$ cat src/rtl/score_glyph_scheduler.sv
// rtl/score_glyph_scheduler.sv - score readout: binary-to-BCD per frame plus glyph ROM addressing per pixel
// Stage 1 addresses the ROM from the scan position, stage 2 registers the returned dot.
module score_glyph_scheduler #(
  parameter int NUM_DIGITS = 4,
  parameter int SCORE_W    = 14,
  parameter int ORIGIN_X   = 16,
  parameter int ORIGIN_Y   = 8,
  parameter int GLYPH_W    = 30,
  parameter int GLYPH_H    = 40
) (
  input  logic               i_clk,
  input  logic               i_rst_n,
  input  logic               i_frame_start,
  input  logic [SCORE_W-1:0] i_score,
  input  logic               i_pix_valid,
  input  logic [9:0]         i_px,
  input  logic [9:0]         i_py,
  output logic [4:0]         o_sym_x,
  output logic [5:0]         o_sym_y,
  output logic [3:0]         o_sym_type,
  input  logic               i_sym_dot,
  output logic               o_pix_valid,
  output logic               o_pix_on,
  output logic               o_busy
);
  localparam int BCD_W   = 4 * NUM_DIGITS;
  localparam int CNT_W   = $clog2(SCORE_W + 1);
  localparam int MAX_VAL = 10 ** NUM_DIGITS - 1;

  typedef enum logic {IDLE, CONV} state_t;
  state_t state_q, state_d;

  logic [SCORE_W-1:0] bin_q, bin_shift, sat;
  logic [BCD_W-1:0]   bcd_q, bcd_adj, bcd_shift, digits_q;
  logic [CNT_W-1:0]   cnt_q;

  assign sat = (32'(i_score) > MAX_VAL) ? SCORE_W'(MAX_VAL) : i_score;

  always_ff @(posedge i_clk or negedge i_rst_n) begin
    if (!i_rst_n) state_q <= IDLE;
    else          state_q <= state_d;
  end

  always_comb begin
    state_d = state_q;
    case (state_q)
      IDLE:    if (i_frame_start) state_d = CONV;
      CONV:    if (cnt_q == CNT_W'(1)) state_d = IDLE;
      default: state_d = IDLE;
    endcase
  end

  always_comb begin
    o_busy = (state_q == CONV);
  end

  // Shift-add-3: bias every nibble >= 5 before the shift so it carries into the next digit.
  always_comb begin
    bcd_adj = bcd_q;
    for (int i = 0; i < NUM_DIGITS; i++) begin
      if (bcd_q[4*i +: 4] >= 4'd5) bcd_adj[4*i +: 4] = bcd_q[4*i +: 4] + 4'd3;
    end
    {bcd_shift, bin_shift} = {bcd_adj, bin_q} << 1;
  end

  always_ff @(posedge i_clk or negedge i_rst_n) begin
    if (!i_rst_n) begin
      bin_q    <= '0;
      bcd_q    <= '0;
      cnt_q    <= '0;
      digits_q <= '0;
    end else if (state_q == IDLE) begin
      if (i_frame_start) begin
        bin_q <= sat;
        bcd_q <= '0;
        cnt_q <= CNT_W'(SCORE_W);
      end
    end else begin
      bin_q <= bin_shift;
      bcd_q <= bcd_shift;
      cnt_q <= cnt_q - CNT_W'(1);
      if (cnt_q == CNT_W'(1)) digits_q <= bcd_shift;
    end
  end

  logic [10:0] dx, dy;
  logic [4:0]  off_x;
  logic [3:0]  sel_type;
  logic        in_box, lead_zero, blank;
  logic        pix_valid_q, in_glyph_q;

  assign dx = {1'b0, i_px} - 11'(ORIGIN_X);
  assign dy = {1'b0, i_py} - 11'(ORIGIN_Y);
  assign in_box = i_pix_valid && !dx[10] && (dx < 11'(NUM_DIGITS * GLYPH_W))
                  && !dy[10] && (dy < 11'(GLYPH_H));

  // Cell select by ascending thresholds; the last threshold passed names the cell.
  always_comb begin
    off_x     = dx[4:0];
    sel_type  = digits_q[BCD_W-1 -: 4];
    lead_zero = (sel_type == 4'd0);
    blank     = lead_zero && (NUM_DIGITS > 1);
    for (int k = 1; k < NUM_DIGITS; k++) begin
      if (dx >= 11'(k * GLYPH_W)) begin
        off_x     = 5'(dx - 11'(k * GLYPH_W));
        sel_type  = digits_q[BCD_W-1-4*k -: 4];
        lead_zero = lead_zero && (sel_type == 4'd0);
        blank     = lead_zero && (k < NUM_DIGITS - 1);
      end
    end
  end

  always_ff @(posedge i_clk or negedge i_rst_n) begin
    if (!i_rst_n) begin
      o_sym_x     <= '0;
      o_sym_y     <= '0;
      o_sym_type  <= '0;
      pix_valid_q <= 1'b0;
      in_glyph_q  <= 1'b0;
      o_pix_valid <= 1'b0;
      o_pix_on    <= 1'b0;
    end else begin
      pix_valid_q <= i_pix_valid;
      in_glyph_q  <= in_box && !blank;
      if (in_box) begin
        o_sym_x    <= off_x;
        o_sym_y    <= dy[5:0];
        o_sym_type <= sel_type;
      end else begin
        o_sym_x    <= '0;
        o_sym_y    <= '0;
        o_sym_type <= '0;
      end
      o_pix_valid <= pix_valid_q;
      o_pix_on    <= in_glyph_q && i_sym_dot;
    end
  end
endmodule

$ cat config.mk
export PLATFORM = sky130hd
export DESIGN_NAME = score_glyph_scheduler
export DESIGN_NICKNAME = d
export VERILOG_FILES = /design/src/rtl/score_glyph_scheduler.sv
export SDC_FILE = /design/constraint.sdc
export NUM_CORES = 1
export LEC_CHECK = 0
export ABC_AREA = 0
export CAP_MARGIN = 40
export CELL_PAD_IN_SITES_DETAIL_PLACEMENT = 0
export CELL_PAD_IN_SITES_GLOBAL_PLACEMENT = 1
export CORE_ASPECT_RATIO = 1.1
export CORE_MARGIN = 5
export CORE_UTILIZATION = 25
export DETAILED_ROUTE_END_ITERATION = 16
export PLACE_DENSITY_LB_ADDON = 0.1
export RECOVER_POWER = 50
export SYNTH_ARGS = -nofsm -noshare
export SYNTH_HDL_FRONTEND = slang
export SYNTH_SLANG_ARGS = --single-unit
$ cat constraint.sdc
create_clock -name i_clk -period 2.1 [get_ports i_clk]
set_input_delay 0.42 -clock i_clk [delete_from_list [all_inputs] [get_ports i_clk]]
set_output_delay 0.42 -clock i_clk [all_outputs]
set_load 0.005 [all_outputs]
==> summary.txt, run 1 <==
Floorplan
  – Die ar.: 17,400 sq um
  – Starting density of the core: 25.7%
  – FP Rows: 46
  – IO Count: 57
  – Core Box Area: 14,500 sq um
  – Die height: 138 microns
  – Die width: 126 microns

Worst setup path
  – Crit Path Max Fanout: 8
  – CP startpoint: i_px[6]
  – R2R depth: 6
  – Critical path type: primary input to flip-flop
  – Reg2reg start: bcd_q[4]
  – Critical Path Max Stage Delay: 0.57 ns
  – Startpoint types: primary input
  – Crit. End Element: flip-flop
  – Critical path's slowest cell: clkdlybuf4s50_1
  – CP required: 2.34 ns
  – Worst path arrival time: 2.20 ns
  – CP cell instances: clkdlybuf4s50_1 -> xor2_1 -> a211o_1 -> or3_4 -> nand2b_4 -> a311oi_2
  – FF-to-FF setup slack: 0.43 ns
  – Critical R2R Capture: digits_q[6]

Final layout
  – FF/Latch Area: 1750 sq um
  – Fin util: 35.8%
  – # fillers: 1,515
  – Layout Area Growth over Synthesis: 39.2%
  – Antenna diodes: 0
  – Share of cells above drive strength 1: 15.7%
  – Area of the multi-input gates: 1870 sq um
  – Non-filler instance count after layout: 682
  – Nets: 543

Power and ir drop
  – Pleak: 2.39 nW
  – Sequential share of power: 36.2%
  – Clock network fraction of total power: 29.7%
  – Sw Share: 33.8%
  – Logic pwr share: 34.0%
  – NetSw: 0.00201 W
  – Maximum vdd drop: 513 uV
  – Pwr dens: 1150 nW/um^2
  – Internal power: 0.00393 W

Placed design
  – Post-DP HPWL: 7.27 mm
  – Placed cell count: 666
  – GP Congestion: 0.747
  – I/O Buffers: 56

STA
  – Worst Max-Slew Pin Slew: 0.753 ns
  – Max transition margin: 49.8%
  – Fin Clk Skew: 0.00738 ns
  – Slew Viols, Final: 0
  – Min Clock Period, post-route: 1.96 ns
  – RSZ-0062 raised after global routing: no
  – Tcrit/Tclk final: 93.2%
  – Final hold violation count: 0
  – Fmax: 0.511 GHz
  – Final setup fails: 0

GRT
  – Number of global-route vias before repair: 3,278
  – GR Util All Layers: 11.4%
  – Largest net degree at the start of global routing: 32
  – First-pass GRT wire length: 16.4 mm
  – GRT overflow: 0
  – Initial antenna violation count: 0

Synth
  – Synth Area in XOR/XNOR: 2.82%
  – Syn nets: 448
  – Adder-cell area share of the yosys netlist: 6.38%
  – Post-Synth Simple-Gate Area: 17.4%
  – Post-Syn Area: 3720 sq um
  – Post-synth EDFFs: 0
  – Sequential share of the synthesized area: 47.0%
  – Share of the synthesized area in the top cell type: 47.0%
  – Synth Area per Inst: 9.55 sq um
  – YS warnings: 0
  – Post-synthesis mux area share: 4.94%
  – Main area contributors after synthesis: dfrtp_1 (47%), ha_1 (6.4%), nand2_1 (4.8%)
  – Most frequent cell after synthesis: dfrtp_1
  – Netlist cell types: 49
  – Synth top cells by count: dfrtp_1 (70), nand2_1 (48), o21ai_0 (33)
  – Synth Register Bits: 70
  – Ys async rst share: 100%
  – Synth Area in Compound Gates: 17.4%
  – Top_reg_cell synth: dfrtp_1
  – Cell taking the most area after synthesis: dfrtp_1
  – Largest family of logic cells by synthesized area: compound AO/OA/AOI/OAI gates
  – Cell count after synthesis: 390

Clock network
  – Inserted Clock Buffers: 9
  – Clock latency on the worst-skew pair: 0.33 ns
  – CTS tree: yes
  – H-tree lvl count: 3
  – Max Buffers Root-to-Sink: 2
  – Clock root cell: clkbuf_16
  – # hold bufs at CTS: 0
  – Clock transition at the registers of the reported paths: 0.06 ns
  – Setup bufs post-CTS: 0
  – # clock sinks: 70

Drt
  – Via Count: 3,094
  – Overall routed net length: 9.52 mm
  – First-pass DRT Iterations: 4
  – Avg WL per Cell: 14.0 microns
  – Antenna-violating nets left: 0
  – Starting DRT DRC Count: 105
  – DRC Markers: 0
  – Routed vias/inst: 4.54

Hold path
  – Type of the tightest min-delay check: primary input to asynchronous set/reset pin

Job
  – MaxCap Viol Count: 0

Status
  – Status: finished clean
==> per-stage QoR <==
step / area (sq um) / total power, W / TNS (ns) / setup WS (ns) / hold WS [ns]
CTS: 5190 / 0.00606 / 0 / 0.00469 / 0.0382
detailed placement: 4810 / 0.00424 / -8.13 / -0.588 / 0.347
floorplan: 3720 / 0.00355 / 0 / 0.0165 / 0.124
finish: 5190 / 0.00594 / 0 / 0.142 / 0.0135
global placement: 4810 / 0.00420 / -8.04 / -0.545 / 0.337
global route: 5190 / 0.00647 / 0 / 0.0235 / 0.0389
==> worst max-delay path by stage <==
stage / endpoint / slack [ns] / cells after the start
floorplan: o_sym_x[3] / 0.02 / 8
global placement: o_sym_x[3] / -0.55 / 8
detailed placement: o_sym_x[3] / -0.59 / 8
CTS: o_sym_x[3] / 0.005 / 7
global route: in_glyph_q / 0.02 / 10
finish: o_sym_x[3] / 0.14 / 6
==> cell type report <==
type	count	area share (%)
clock inverter	7	2.32
tap	192	4.63
timing repair buffer	100	17.2
multi-input combinational	282	36.1
clock buffer	9	4.34
inverter	22	1.59
sequential	70	33.8
==> registers in the layout (all words and copies together) (netlist names), 4 cells and up <==
name	count
o_sym_y	6
cnt_q	4
bin_q	14
bcd_q	16
digits_q	16
o_sym_x	5
o_sym_type	4
==> what timing repair did <==
| action | CTS | global route |
|---|---|---|
| resized for setup | 11 | 8 |
| setup endpoints to repair | 10 | 7 |
| pin swaps | 1 | 3 |
| gates cloned | 0 | 0 |
==> per-layer routing <==
metal / GRT usage, % / share of wire, % / wire (microns)
met5: 0 / 0 / 0
met2: 18.5 / 48 / 4540
met3: 3.31 / 4.0 / 380
met4: 3.73 / 1.9 / 182
met1: 14.7 / 46 / 4420
==> placed cells by master, fill, tap and decap left out, types with 3 or more instances in the layout <==
master,count
o211ai_1,5
mux2_2,3
mux2i_1,15
a21o_1,5
ha_1,16
inv_1,20
nor3_1,6
nor3b_1,6
dlygate4sd2_1,3
dfrtp_1,70
a32o_1,4
clkdlybuf4s50_1,47
nand2b_1,22
clkbuf_16,9
a31oi_1,5
clkbuf_1,3
o21ai_1,3
dlygate4sd3_1,3
nand2_1,48
o31ai_1,5
xnor2_1,11
buf_4,39
bufinv_16,3
nor2b_1,7
and2_1,3
a21oi_1,18
nor2_1,31
o21ai_0,31
o22ai_1,6
==> power by group through the flow <==
stage          clock network [W]  logic, W  registers [W]
3_3_place_gp                   0   0.00202        0.00218
5_1_grt                  0.00190   0.00234        0.00223
3_5_place_dp                   0   0.00206        0.00218
4_1_cts                  0.00182   0.00207        0.00216
2_1_floorplan                  0   0.00150        0.00206
6_report                 0.00177   0.00202        0.00215
==> logic make-up after synthesis <==
family	Yosys count
simple gates	134
compound gates	99
mux	18
buf+inv	38
fa+ha+maj	19
flops	70
xor+xnor	12
==> worst max-delay path, delay by kind of cell <==
kind	cells	cell delay (ns)
AOI/OAI and AO/OA	2	0.49
buffers and inverters	1	0.57
xor gates and xnor gates	1	0.16
and+or+nand+nor	2	0.56
Power figures use the tool's default switching activity.
==> inputs of run 2 (changes only) <==
--- a/config.mk
+++ b/config.mk
@@ -13,7 +13,7 @@
 export CORE_MARGIN = 5
 export CORE_UTILIZATION = 25
 export DETAILED_ROUTE_END_ITERATION = 16
-export PLACE_DENSITY_LB_ADDON = 0.1
+export PLACE_DENSITY_LB_ADDON = 0.08
 export RECOVER_POWER = 50
 export SYNTH_ARGS = -nofsm -noshare
 export SYNTH_HDL_FRONTEND = slang
==> run 2 against run 1 <==
  * Maximum frequency fell by 4.2%
  * Register-to-register slack barely moved
  * Total power fell by 4.0%
  * Sequential cell count did not move
  * Final area barely moved
  * Combinational power fell by 2%
  * Die area did not move
  * Non-clock buffer count did not move
  * Sequential power barely moved
  * Global-route usage fell by 0.19 points
  * Wire length rose by 1.8%
  * Critical path type unchanged
==> summary.txt, run 2 (synthesis results as in run 1) <==
Worst setup path
  – CP required: 2.32 ns (-0.02 ns)
  – Critical path type: primary input to flip-flop
  – Critical path's slowest cell: clkdlybuf4s50_1
  – Crit Path Max Fanout: 3 (-5)
  – Crit. End Element: flip-flop
  – Startpoint types: primary input
  – CP cell instances: clkdlybuf4s50_1 -> inv_1 -> ha_1 -> and2_1 -> a221oi_2 -> buf_4 -> o311a_1 -> o22ai_2 -> xnor2_1 -> nor2_1
  – Crit path buffers/inverters: 3 (+2)
  – Worst path arrival time: 2.26 ns (+0.06 ns)
  – Critical Path Max Stage Delay: 0.52 ns (-0.05 ns)
  – Delay-heaviest family, CP: buffers and inverters

Final layout
  – Non-filler instance count after layout: 682 (unchanged)
  – Most common cell after layout, fill and taps aside: dfrtp_1
  – # fillers: 1,542 (+1.8%)
  – FF/Latch Area: 1750 sq um (about the same)
  – Top flop regs: bcd_q (16), digits_q (16), bin_q (14)
  – Commonest non-fill, non-tap cells in the layout: dfrtp_1 (69), nand2_1 (48), clkdlybuf4s50_1 (46)
  – Fin util: 35.8% (about the same)
  – Area of the multi-input gates: 1920 sq um (+2.2%)
  – Layout Area Growth over Synthesis: 39.4% (about the same)
  – Post-route design area: 5190 sq um (about the same)
  – Nets: 543 (unchanged)
  – Antenna diodes: 0 (unchanged)
  – Share of cells above drive strength 1: 16.7% (+1.0 points)

Drt
  – Via Count: 3,049 (-1.5%)
  – Antenna-violating nets left: 0 (unchanged)
  – Avg WL per Cell: 14.2 microns (+1.8%)
  – Starting DRT DRC Count: 91 (-13%)
  – First-pass DRT Iterations: 4 (unchanged)
  – DRC Markers: 0 (unchanged)
  – Overall routed net length: 9.69 mm (+1.8%)
  – Routed vias/inst: 4.47 (-1.5%)

GRT
  – First-pass GRT wire length: 15.9 mm (-3.3%)
  – Largest net degree at the start of global routing: 40 (+25%)
  – GR Util All Layers: 11.3% (-0.19 points)
  – Initial antenna violation count: 0 (unchanged)
  – GRT overflow: 0 (unchanged)
  – Number of global-route vias before repair: 3,063 (-6.6%)

Clock network
  – H-tree lvl count: 3 (unchanged)
  – Max Buffers Root-to-Sink: 2 (unchanged)
  – # hold bufs at CTS: 0 (unchanged)
  – CTS tree: yes
  – Clock root cell: clkbuf_16
  – Inserted Clock Buffers: 9 (unchanged)
  – Clock latency on the worst-skew pair: 0.33 ns (about the same)
  – Clock transition at the registers of the reported paths: 0.06 ns (about the same)
  – # clock sinks: 70 (unchanged)

Power and ir drop
  – Maximum vdd drop: 450 uV (-12%)
  – Pleak: 2.39 nW (+0.25%)
  – Pwr Total: 0.00570 W (-4.0%)
  – Pwr dens: 1100 nW/um^2 (-4.1%)

STA
  – Max transition margin: 31.0% (-19 points)
  – Slew Viols, Final: 0 (unchanged)
  – Fin Clk Skew: 0.00562 ns (-0.00175 ns)
  – Worst Max-Slew Pin Slew: 1.04 ns (+0.282 ns)
  – RSZ-0062 raised after global routing: no
  – Final hold violation count: 0 (unchanged)
  – Setup_tns: 0 ns (unchanged)
  – Min Clock Period, post-route: 2.04 ns (+0.0863 ns)
  – Tcrit/Tclk final: 97.3% (+4.1 points)
  – Fmax: 0.489 GHz (-4.2%)
  – Final setup fails: 0 (unchanged)

Status
  – Status: finished clean

Floorplan
  – Die width: 126 microns (unchanged)
  – Core Box Area: 14,500 sq um (unchanged)
  – Die height: 138 microns (unchanged)
  – FP Rows: 46 (unchanged)
  – Starting density of the core: 25.7% (unchanged)
  – IO Count: 57 (unchanged)
  – Die ar.: 17,400 sq um (unchanged)

Placed design
  – Placed inst area: 4800 sq um (-0.31%)
  – GP Congestion: 0.740 (-0.99%)
  – I/O Buffers: 56 (unchanged)
  – Post-DP HPWL: 7.05 mm (-3.1%)
  – Placed cell count: 664 (-0.30%)

Hold path
  – Type of the tightest min-delay check: primary input to asynchronous set/reset pin

Job
  – MaxCap Viol Count: 0 (unchanged)
==> run 2: cell types whose count changed in the layout (fill, tap and decap cells not counted), moves of 2 or more <==
| cell | delta |
|---|---|
| bufinv_16 | -2 |
| clkbuf_2 | +2 |
| inv_6 | -2 |
| clkbuf_8 | +2 |
==> run 2: worst register-to-register path, stage by stage, from the launching register on <==
cell	delay [ns]
dfrtp_1	0.39
inv_1	0.11
ha_1	0.23
nand2b_1	0.08
a21oi_1	0.24
mux2_2	0.38
o21ai_0	0.15
==> run 2: cell type report <==
cell class,instances,share of cell area [%]
well taps,192,4.63
multi-input cells,282,36.9
clock buffers,13,5.01
inverters,22,1.59
repair buffers,100,17.3
clock inverters,3,0.819
flip-flops and latches,70,33.8
==> run 2: layer usage <==
metal	wire length [microns]	vias to the layer above	track usage (%)
met5	0	-	0
met4	93	0	3.90
met3	416	7	3.35
met2	4790	52	18.5
met1	4390	1449	14.1
li1	-	1541	-
==> run 2: path summary, 6_finish.rpt <==
path                             start     endpoint  slack (ns)  depth (start not counted)
hold / removal                 i_rst_n     bin_q[7]        0.18                          1
setup / recovery               i_px[1]   o_sym_x[4]        0.06                         10
min in group i_clk         pix_valid_q  o_pix_valid        0.36                          0
hold reg to reg            pix_valid_q  o_pix_valid        0.36                          0
setup reg to reg              bcd_q[4]  digits_q[6]        0.43                          6
max in group asynchronous      i_rst_n   in_glyph_q        0.40                          2
==> run 2: through the flow <==
step / worst slack (ns) / hold WS [ns]
2_1_floorplan: 0.0165 / 0.124
3_3_place_gp: -0.542 / 0.334
3_5_place_dp: -0.586 / 0.346
4_1_cts: 0.00126 / 0.0413
5_1_grt: 0.00598 / 0.248
6_report: 0.0560 / 0.177
==> run 2: where the power goes <==
part,switching (W),internal (W)
clock network,0.000569,0.000983
registers,0.000379,0.00179
logic,0.00102,0.000959
total,0.00197,0.00374
==> run 2: repair_timing <==
| item | in CTS | in global routing |
|---|---|---|
| pin swaps | 2 | 5 |
| cloned | 0 | 1 |
| gates resized for setup | 14 | 13 |
| setup buffers | 0 | 1 |
| endpoints found under the setup margin | 9 | 9 |
==> inputs of run 3 (changes only) <==
--- a/config.mk
+++ b/config.mk
@@ -6,6 +6,7 @@
 export NUM_CORES = 1
 export LEC_CHECK = 0
 export ABC_AREA = 0
+export ABC_CLOCK_PERIOD_IN_PS = 2100
 export CAP_MARGIN = 40
 export CELL_PAD_IN_SITES_DETAIL_PLACEMENT = 0
 export CELL_PAD_IN_SITES_GLOBAL_PLACEMENT = 1
@@ -13,7 +14,7 @@
 export CORE_MARGIN = 5
 export CORE_UTILIZATION = 25
 export DETAILED_ROUTE_END_ITERATION = 16
-export PLACE_DENSITY_LB_ADDON = 0.08
+export PLACE_DENSITY = 0.6
 export RECOVER_POWER = 50
 export SYNTH_ARGS = -nofsm -noshare
 export SYNTH_HDL_FRONTEND = slang
==> run 3 against run 2 <==
  * Sequential power hardly changed
  * Worst hold slack worse by 0.17 ns
  * Register-to-register slack better by 0.02 ns
  * Sequential cell count stayed put
  * Total power is 2.5% lower
  * Core utilization is 0.23 points lower
  * Highest routed layer unchanged
  * Combinational power hardly changed
==> summary.txt, run 3 (synthesis results as in run 1) <==
GRT
  – First-pass GRT wire length: 15.7 mm (-1.0%)
  – Number of global-route vias before repair: 3,247 (+6.0%)
  – GR Util All Layers: 10.9% (-0.35 points)
  – Largest net degree at the start of global routing: 42 (+5.0%)
  – Initial antenna violation count: 0 (unchanged)
  – GRT overflow: 0 (unchanged)

STA
  – Final hold violation count: 0 (unchanged)
  – Setup ws final: 0.0515 ns (-0.00457 ns)
  – Worst Max-Slew Pin Slew: 1.05 ns (+0.0131 ns)
  – Tcrit/Tclk final: 97.5% (+0.22 points)
  – Slew Viols, Final: 0 (unchanged)
  – Final setup fails: 0 (unchanged)
  – RSZ-0062 raised after global routing: yes
  – Fin Clk Skew: 0.00503 ns (-0.000598 ns)
  – Fmax: 0.488 GHz (-0.22%)
  – Max transition margin: 30.1% (-0.87 points)
  – Setup_tns: 0 ns (unchanged)
  – Min Clock Period, post-route: 2.05 ns (+0.00457 ns)

Final layout
  – Share of cells above drive strength 1: 16.1% (-0.61 points)
  – Layout Area Growth over Synthesis: 38.5%
  – Most common cell after layout, fill and taps aside: dfrtp_1
  – Nets: 543 (unchanged)
  – Top flop regs: bcd_q (16), digits_q (16), bin_q (14)
  – Antenna diodes: 0 (unchanged)
  – Commonest non-fill, non-tap cells in the layout: dfrtp_1 (70), clkdlybuf4s50_1 (49), nand2_1 (48)
  – Fin util: 35.6% (-0.23 points)

Power and ir drop
  – Sw Share: 34.8% (+0.30 points)
  – NetSw: 0.00193 W (-1.7%)
  – Maximum vdd drop: 561 uV (+24%)
  – Sequential share of power: 39.0% (+0.9 points)
  – Pwr Total: 0.00556 W (-2.5%)
  – Internal power: 0.00362 W (-3.0%)
  – Pleak: 2.36 nW (-1.2%)
  – Logic pwr share: 35.7% (+1.0 points)
  – Pwr dens: 1080 nW/um^2 (-1.9%)
  – Clock network fraction of total power: 25.3% (-1.9 points)

Drt
  – Via Count: 3,080 (+1.0%)
  – Avg WL per Cell: 13.7 microns (-3.3%)
  – Antenna-violating nets left: 0 (unchanged)
  – Routed vias/inst: 4.52 (+1.0%)
  – Overall routed net length: 9.38 mm (-3.3%)
  – Starting DRT DRC Count: 163 (+79%)
  – DRC Markers: 0 (unchanged)
  – First-pass DRT Iterations: 4 (unchanged)

Worst setup path
  – CP required: 2.34 ns (+0.02 ns)
  – Critical path type: primary input to flip-flop
  – Startpoint types: primary input
  – Crit Path Max Fanout: 8 (+5)
  – Worst path arrival time: 2.29 ns (+0.03 ns)
  – Crit. End Element: flip-flop

Placed design
  – Worst slack, placed: -0.543 ns (+0.0430 ns)
  – GP Congestion: 0.831 (+12%)
  – I/O Buffers: 56 (unchanged)
  – Post-DP HPWL: 6.90 mm (-2.1%)

Floorplan
  – Die ar.: 17,400 sq um (unchanged)
  – Die width: 126 microns (unchanged)
  – IO Count: 57 (unchanged)
  – Starting density of the core: 25.7% (unchanged)
  – Die height: 138 microns (unchanged)
  – FP Rows: 46 (unchanged)
  – Core Box Area: 14,500 sq um (unchanged)

Clock network
  – CTS tree: yes
  – Inserted Clock Buffers: 9 (unchanged)
  – Max Buffers Root-to-Sink: 2 (unchanged)
  – Clock latency on the worst-skew pair: 0.33 ns (about the same)
  – # hold bufs at CTS: 0 (unchanged)
  – # clock sinks: 70 (unchanged)
  – H-tree lvl count: 3 (unchanged)
  – Clock root cell: clkbuf_16
  – Clock transition at the registers of the reported paths: 0.05 ns (about the same)

Status
  – Status: finished clean

Job
  – MaxCap Viol Count: 0 (unchanged)

Hold path
  – Type of the tightest min-delay check: primary input to asynchronous set/reset pin
[run 3: path summary, 6_finish.rpt]
path | startpoint | endpoint | slack [ns] | cells past startpoint
setup / recovery | i_px[3] | o_sym_x[3] | 0.05 | 7
hold / removal | i_rst_n | cnt_q[3] | 0.01 | 1
setup reg to reg | bcd_q[4] | digits_q[6] | 0.45 | 6
max in group asynchronous | i_rst_n | o_sym_y[3] | 0.73 | 2
hold reg to reg | pix_valid_q | o_pix_valid | 0.35 | 0
min in group i_clk | pix_valid_q | o_pix_valid | 0.35 | 0
[run 3: cell type report]
class	instances	area, sq um
clock buffer	15	268
clock inverter	1	5.00
fill	1503	9350
inverter	22	82.6
multi-input combinational	282	1920
sequential	70	1750
tap	192	240
timing repair buffer	100	887
[run 3: what timing repair did]
action / CTS / global route
buffers inserted: 0 / 0
endpoints found under the setup margin: 9 / 12
pin swaps: 1 / 3
gates cloned: 0 / 1
gates resized for setup: 13 / 11
[run 3: metal layers]
metal / global-route usage [%] / part of all wire (%) / routed length [microns] / up-vias
li1: - / - / - / 1537
met1: 14.0 / 47 / 4440 / 1466
met2: 17.6 / 47 / 4430 / 65
met3: 3.62 / 4.3 / 399 / 12
met4: 2.88 / 1.1 / 106 / 0
met5: 0 / 0 / 0 / -
[run 3: power groups by stage]
stage,Clock (W),Combinational [W],Sequential [W]
floorplan,0,0.00150,0.00206
global placement,0,0.00195,0.00218
detailed placement,0,0.00201,0.00219
CTS,0.00146,0.00203,0.00217
global route,0.00151,0.00227,0.00224
finish,0.00141,0.00198,0.00217
[run 3: through the flow]
stage          std cells  hold slack [ns]  area, sq um
2_1_floorplan        390            0.124         3720
3_3_place_gp         665            0.341         4800
3_5_place_dp         665            0.344         4800
4_1_cts              681           0.0325         5120
5_1_grt              682           0.0367         5160
6_report             682          0.00969         5160
[run 3: critical path, stage by stage]
cell             delay (ns)
clkdlybuf4s50_1        0.44
ha_2                   0.19
nor4bb_4               0.16
a211o_1                0.29
or3_4                  0.40
nand2b_4               0.16
a311oi_2               0.22
